==> src/rtl/fetch_ctrl_pkg.sv <==
// Shared front-end constants, fetch FSM encoding and PC increment helper for fetch_ctrl.
package fetch_ctrl_pkg;

  localparam int MEMI_SIZE_LOG    = 8;
  localparam int MEMI_SIZE        = 1 << MEMI_SIZE_LOG;
  localparam int INST_LEN         = 32;
  localparam int FQ_DEPTH_DEFAULT = 4;

  typedef enum logic {
    FETCH_ST_RUN  = 1'b0,
    FETCH_ST_HALT = 1'b1
  } fetch_state_e;

  // Wraps explicitly so a non-power-of-two memory size still lands on 0.
  function automatic logic [MEMI_SIZE_LOG-1:0] pc_next(input logic [MEMI_SIZE_LOG-1:0] pc);
    if (pc == MEMI_SIZE_LOG'(MEMI_SIZE - 1)) return '0;
    return pc + 1'b1;
  endfunction

endpackage

==> src/rtl/fetch_queue.sv <==
// Generic in-order synchronous FIFO with flush; push and pop together when full is allowed.
module fetch_queue #(
  parameter int DATA_W    = 40,
  parameter int DEPTH     = 4,
  parameter int DEPTH_LOG = 2
) (
  input  logic                 clk,
  input  logic                 rst,
  input  logic                 push_i,
  input  logic                 pop_i,
  input  logic                 flush_i,
  input  logic [DATA_W-1:0]    wdata_i,
  output logic [DATA_W-1:0]    rdata_o,
  output logic [DEPTH_LOG:0]   count_o
);

  logic [DATA_W-1:0]    mem_q [DEPTH];
  logic [DEPTH_LOG-1:0] head_q;
  logic [DEPTH_LOG-1:0] tail_q;
  logic [DEPTH_LOG:0]   count_q;

  // Storage carries no reset; only pointers and occupancy do.
  always_ff @(posedge clk) begin
    if (push_i && !flush_i) mem_q[tail_q] <= wdata_i;
  end

  always_ff @(posedge clk) begin
    if (rst || flush_i) begin
      head_q  <= '0;
      tail_q  <= '0;
      count_q <= '0;
    end else begin
      if (push_i) tail_q <= tail_q + 1'b1;
      if (pop_i)  head_q <= head_q + 1'b1;
      unique case ({push_i, pop_i})
        2'b10:   count_q <= count_q + 1'b1;
        2'b01:   count_q <= count_q - 1'b1;
        default: count_q <= count_q;
      endcase
    end
  end

  assign rdata_o = mem_q[head_q];
  assign count_o = count_q;

endmodule

==> src/rtl/fetch_ctrl.sv <==
// Instruction-fetch sequencer: PC, RUN/HALT FSM, push/redirect control in front of fetch_queue.
// Optional halt-on-zero-word behaviour is enabled by defining FETCH_HALT_ON_ZERO_EN.
module fetch_ctrl
  import fetch_ctrl_pkg::*;
#(
  parameter int FQ_DEPTH     = FQ_DEPTH_DEFAULT,
  parameter int FQ_DEPTH_LOG = 2
) (
  input  logic                      clk,
  input  logic                      rst,
  output logic [MEMI_SIZE_LOG-1:0]  memi_req_addr,
  input  logic [INST_LEN-1:0]       memi_resp_data,
  output logic                      out_valid,
  input  logic                      out_ready,
  output logic [INST_LEN-1:0]       out_inst,
  output logic [MEMI_SIZE_LOG-1:0]  out_pc,
  input  logic                      redirect_valid,
  input  logic [MEMI_SIZE_LOG-1:0]  redirect_pc,
  output logic                      halted,
  output logic [FQ_DEPTH_LOG:0]     fq_count
);

  localparam int ENTRY_W = MEMI_SIZE_LOG + INST_LEN;

  fetch_state_e             state_q, state_d;
  logic [MEMI_SIZE_LOG-1:0] pc_q, pc_d;
  logic                     pop;
  logic                     push;
  logic                     fq_full;
  logic [ENTRY_W-1:0]       head_entry;

  // Depth is a power of two, so the count MSB alone marks a full queue.
  assign fq_full = fq_count[FQ_DEPTH_LOG];
  assign pop     = out_valid && out_ready;
  assign push    = (state_q == FETCH_ST_RUN) && !redirect_valid && (!fq_full || pop);

  always_ff @(posedge clk) begin
    if (rst) begin
      state_q <= FETCH_ST_RUN;
      pc_q    <= '0;
    end else begin
      state_q <= state_d;
      pc_q    <= pc_d;
    end
  end

  always_comb begin
    state_d = state_q;
    pc_d    = pc_q;
    if (redirect_valid) begin
      state_d = FETCH_ST_RUN;
      pc_d    = redirect_pc;
    end else if (push) begin
`ifdef FETCH_HALT_ON_ZERO_EN
      if (memi_resp_data == '0) state_d = FETCH_ST_HALT;
      else                      pc_d    = pc_next(pc_q);
`else
      pc_d = pc_next(pc_q);
`endif
    end
  end

  fetch_queue #(
    .DATA_W    (ENTRY_W),
    .DEPTH     (FQ_DEPTH),
    .DEPTH_LOG (FQ_DEPTH_LOG)
  ) u_fq (
    .clk     (clk),
    .rst     (rst),
    .push_i  (push),
    .pop_i   (pop),
    .flush_i (redirect_valid),
    .wdata_i ({pc_q, memi_resp_data}),
    .rdata_o (head_entry),
    .count_o (fq_count)
  );

  assign memi_req_addr = pc_q;
  assign out_valid     = (fq_count != '0);
  assign out_pc        = head_entry[ENTRY_W-1:INST_LEN];
  assign out_inst      = head_entry[INST_LEN-1:0];

`ifdef FETCH_HALT_ON_ZERO_EN
  assign halted = (state_q == FETCH_ST_HALT);
`else
  assign halted = 1'b0;
`endif

endmodule

==> config.mk <==
export PLATFORM = sky130hd
export DESIGN_NAME = fetch_ctrl
export DESIGN_NICKNAME = d
export VERILOG_FILES = /design/src/rtl/fetch_ctrl_pkg.sv /design/src/rtl/fetch_queue.sv /design/src/rtl/fetch_ctrl.sv
export SDC_FILE = /design/constraint.sdc
export NUM_CORES = 1
export LEC_CHECK = 0
export CORE_MARGIN = 2
export CORE_UTILIZATION = 54
export CTS_CLUSTER_DIAMETER = 80
export DETAILED_ROUTE_END_ITERATION = 10
export PLACE_DENSITY = 0.79
export SLEW_MARGIN = 20
export SYNTH_ARGS = -nofsm -noshare
export SYNTH_HDL_FRONTEND = slang
export SYNTH_SLANG_ARGS = --single-unit
export TNS_END_PERCENT = 50
==> constraint.sdc <==
create_clock -name clk -period 3.2 [get_ports clk]
set_clock_uncertainty 0.05 [all_clocks]
set_input_delay 0.64 -clock clk [delete_from_list [all_inputs] [get_ports clk]]
set_output_delay 0.64 -clock clk [all_outputs]
set_load 0.01 [all_outputs]
==> impl_metrics.env <==
export IMPL_comb_power_share_pct=7.3
export IMPL_worstPathCellList="buf_4, mux4_2, clkdlybuf4s50_1"
export IMPL_worst_path_largest_cell_delay_ns=0.57
export IMPL_grt_pass1_wl_mm=18.57
export IMPL_holdCritPathClass="reg -> reg"
export IMPL_peakVddDrop_mv=0.3541
export IMPL_synthesis_instances=321
export IMPL_worst_endpoint_arrival_ns=2.12
export IMPL_fillers=764
export IMPL_vias_per_cell=5.419
export IMPL_placed_cell_count=577
export IMPL_timing_setup_tns_ns=0
export IMPL_clock_fmax_mhz=355.4
export IMPL_critical_path_required_ns=2.51
export IMPL_final_cell_count_no_fill=609
export IMPL_start_util_pct=55.58
export IMPL_ys_types=38
export IMPL_worst_setup_path_type="reg -> out"
export IMPL_cts_sinks=177
export IMPL_rsz0062_at_grt="no"
export IMPL_finalNetCount=479
export IMPL_antenna_found_initial=0
export IMPL_clk_pin_slew_worst_paths_ns=0.06
export IMPL_totalWireLength_mm=11.70
export IMPL_placed_area_sq_um=7943
export IMPL_number_of_detailed_routing_iterations_run_before_antenna_repair=4
export IMPL_route_detailed_wl_per_inst_um=19.21
export IMPL_synth_flop_cell="sky130_fd_sc_hd__edfxtp_1"
export IMPL_finish_utilization_pct=70.52
export IMPL_htree_levels=4
export IMPL_run_status="completed"
export IMPL_synth_yosys_seq_area_share_pct=76.75
export IMPL_final_period_util_pct=87.94
export IMPL_finalWorstPathRequiredPeriod_ns=2.814
export IMPL_drt_iter0_markers=263
export IMPL_num_rows=40
export IMPL_cts_resized=0
export IMPL_hold_violations=0
export IMPL_power_net_switching_w=0.0009750
export IMPL_grt_max_degree=41
export IMPL_critical_path_peak_fanout=14
export IMPL_design_core_area_sq_um=12060
export IMPL_postSynthAreaPerCell_sq_um=20.88
export IMPL_die_height_um=115.4
export IMPL_worst_setup_path_start_kind="flip-flop"
export IMPL_floorplan_die_width_um=115.4
export IMPL_cts_hold_buffers=0
export IMPL_place_gp_congestion=0.8004
export IMPL_clock_latency_ns=0.40
export IMPL_path_buf_inv=2
export IMPL_leakage_nw=2.762
export IMPL_worst_path_max_delay_cell="sky130_fd_sc_hd__mux4_2"
export IMPL_tritoncts="done"
export IMPL_power_density_cell_area_nw_per_um2=577.2
export IMPL_max_slew_violation_count=0
export IMPL_n_antenna_cell=0
export IMPL_setup_violations=0
export IMPL_cts_setup_buffers=0
export IMPL_grt_pass1_vias=3533
export IMPL_die_area_sq_um=13320
export IMPL_cts_max_path_buffers=2
export IMPL_gr_usage_all_layers_pct=19.06
export IMPL_grt_overflow_total=0
export IMPL_seqPwrFrac_pct=53.7
export IMPL_area_growth_synth_to_final_pct=26.88
export IMPL_floorplan_io_pins=97
export IMPL_internal_power_w=0.003935
export IMPL_number_of_max_cap_violations=0
export IMPL_critical_path_top_delay_family="buffers and inverters"
export IMPL_port_buffers=95
export IMPL_dp_hpwl_mm=7.167
export IMPL_layout_cell_area_non_filler_sq_um=8506
export IMPL_synth_async_sr_flop_share_pct=0
export IMPL_ys_seq_elements=177
export IMPL_final_layout_size_suffix_gt1_share_pct=19.73
export IMPL_syn_cell_area_sq_um=6704
export IMPL_clkPwrFrac_pct=39.0
export IMPL_cts_root_buf="sky130_fd_sc_hd__clkbuf_16"
export IMPL_num_cts_buffers=17
export IMPL_number_of_enable_type_register_cells_in_the_synthesized_netlist=160
export IMPL_syn_nets=372
export IMPL_p_sw_share_pct=19.86
export IMPL_route_vias_total=3300
export IMPL_yosys_warnings=0
export IMPL_drc=0
export IMPL_cp_end_kind="primary output"
export IMPL_drt_antenna_violating_nets=0
-- final timing paths --
path	from	end	slack [ns]	cells after the start
setup / recovery	flip-flop	out_inst[11]	0.39	3
hold / removal	u_fq.tail_q[1]	u_fq.tail_q[1]	0.45	2
hold reg to reg	u_fq.tail_q[1]	u_fq.tail_q[1]	0.45	2
setup reg to reg	u_fq.count_o[2]	u_fq.count_o[2]	1.06	9
-- area by class of cell --
class | instances | area (sq um) | share of cell area (%)
sequential | 177 | 5147 | 60.52
clock buffer | 25 | 518.0 | 6.090
multi-input combinational | 121 | 1453 | 17.08
timing repair buffer | 104 | 1106 | 13.00
inverter | 7 | 26.28 | 0.3089
tap | 168 | 210.2 | 2.471
clock inverter | 7 | 45.04 | 0.5296
-- per-stage QoR --
stage | worst slack (ns) | power [W] | hold slack (ns)
floorplan | 0.5682 | 0.002828 | 0.4147
global placement | 0.4661 | 0.003036 | 0.4356
detailed placement | 0.3743 | 0.003047 | 0.4439
CTS | 0.3381 | 0.004959 | 0.4523
global route | 0.2671 | 0.005075 | 0.5085
finish | 0.3861 | 0.004910 | 0.4547
-- per-layer routing --
layer | share of wire, % | wire length [um] | GRT usage, %
met2 | 50 | 5899 | 31.27
met3 | 6.3 | 733 | 5.230
met1 | 43 | 5033 | 25.13
met4 | 0.27 | 32 | 6.265
met5 | 0 | 0 | 0
-- cell usage after synthesis (all sizes together) (2+ instances only) --
cell type	number	area share [%]
buf	12	1.0
a21oi	4	0.30
nand2	8	0.45
ha	6	1.1
xnor2	4	0.52
inv	7	0.39
xor2	6	0.78
mux4	40	13
a211oi	4	0.52
nand3	5	0.45
nand2b	3	0.28
clkbuf	4	0.22
dfxtp	17	5.1
or3	2	0.19
and3	7	0.65
edfxtp	160	72
nor2	16	0.90
-- logic make-up after synthesis --
family | after synthesis | share of synthesized area (%)
AOI/OAI and AO/OA | 17 | 1.941
other | 1 | 0.05594
adders and majority gates | 7 | 1.418
buffers and inverters | 23 | 1.661
and+or+nand+nor | 46 | 3.434
DFF | 177 | 76.75
muxes | 40 | 13.44
xor gates and xnor gates | 10 | 1.306
-- flip-flops by register name, summed over array words and instances, names as in the netlist, named ones only --
register and count:
memi_req_addr 8, u_fq.count_o 3, u_fq.head_q 2, u_fq.mem_q 160
u_fq.tail_q 2
-- cells in the final DEF, fill, tap and decap left out, types with 7 or more instances in the layout --
cell type,n
sky130_fd_sc_hd__buf_12,7
sky130_fd_sc_hd__nand2_1,8
sky130_fd_sc_hd__mux4_2,40
sky130_fd_sc_hd__nor2_1,16
sky130_fd_sc_hd__dfxtp_1,15
sky130_fd_sc_hd__clkdlybuf4s50_1,95
sky130_fd_sc_hd__edfxtp_1,160
sky130_fd_sc_hd__clkbuf_16,19
-- worst reg2reg max path: cells and delay by family, from the launching register on --
family	cells	cell delay, ns
flip-flops	1	0.44
adder cells (fa/ha/maj)	2	0.55
AND/OR/NAND/NOR	3	0.60
buffers and inverters	2	0.13
AO/OA/AOI/OAI	1	0.15
XOR/XNOR	1	0.16
-- power by group through the flow --
stage          clock network, W  registers, W  logic (W)
2_1_floorplan                 0       0.00268   0.000149
3_3_place_gp                  0       0.00268   0.000355
3_5_place_dp                  0       0.00269   0.000361
4_1_cts                 0.00196       0.00264   0.000363
5_1_grt                 0.00204       0.00265   0.000386
6_report                0.00191       0.00264   0.000358
Power figures use the tool's default switching activity.
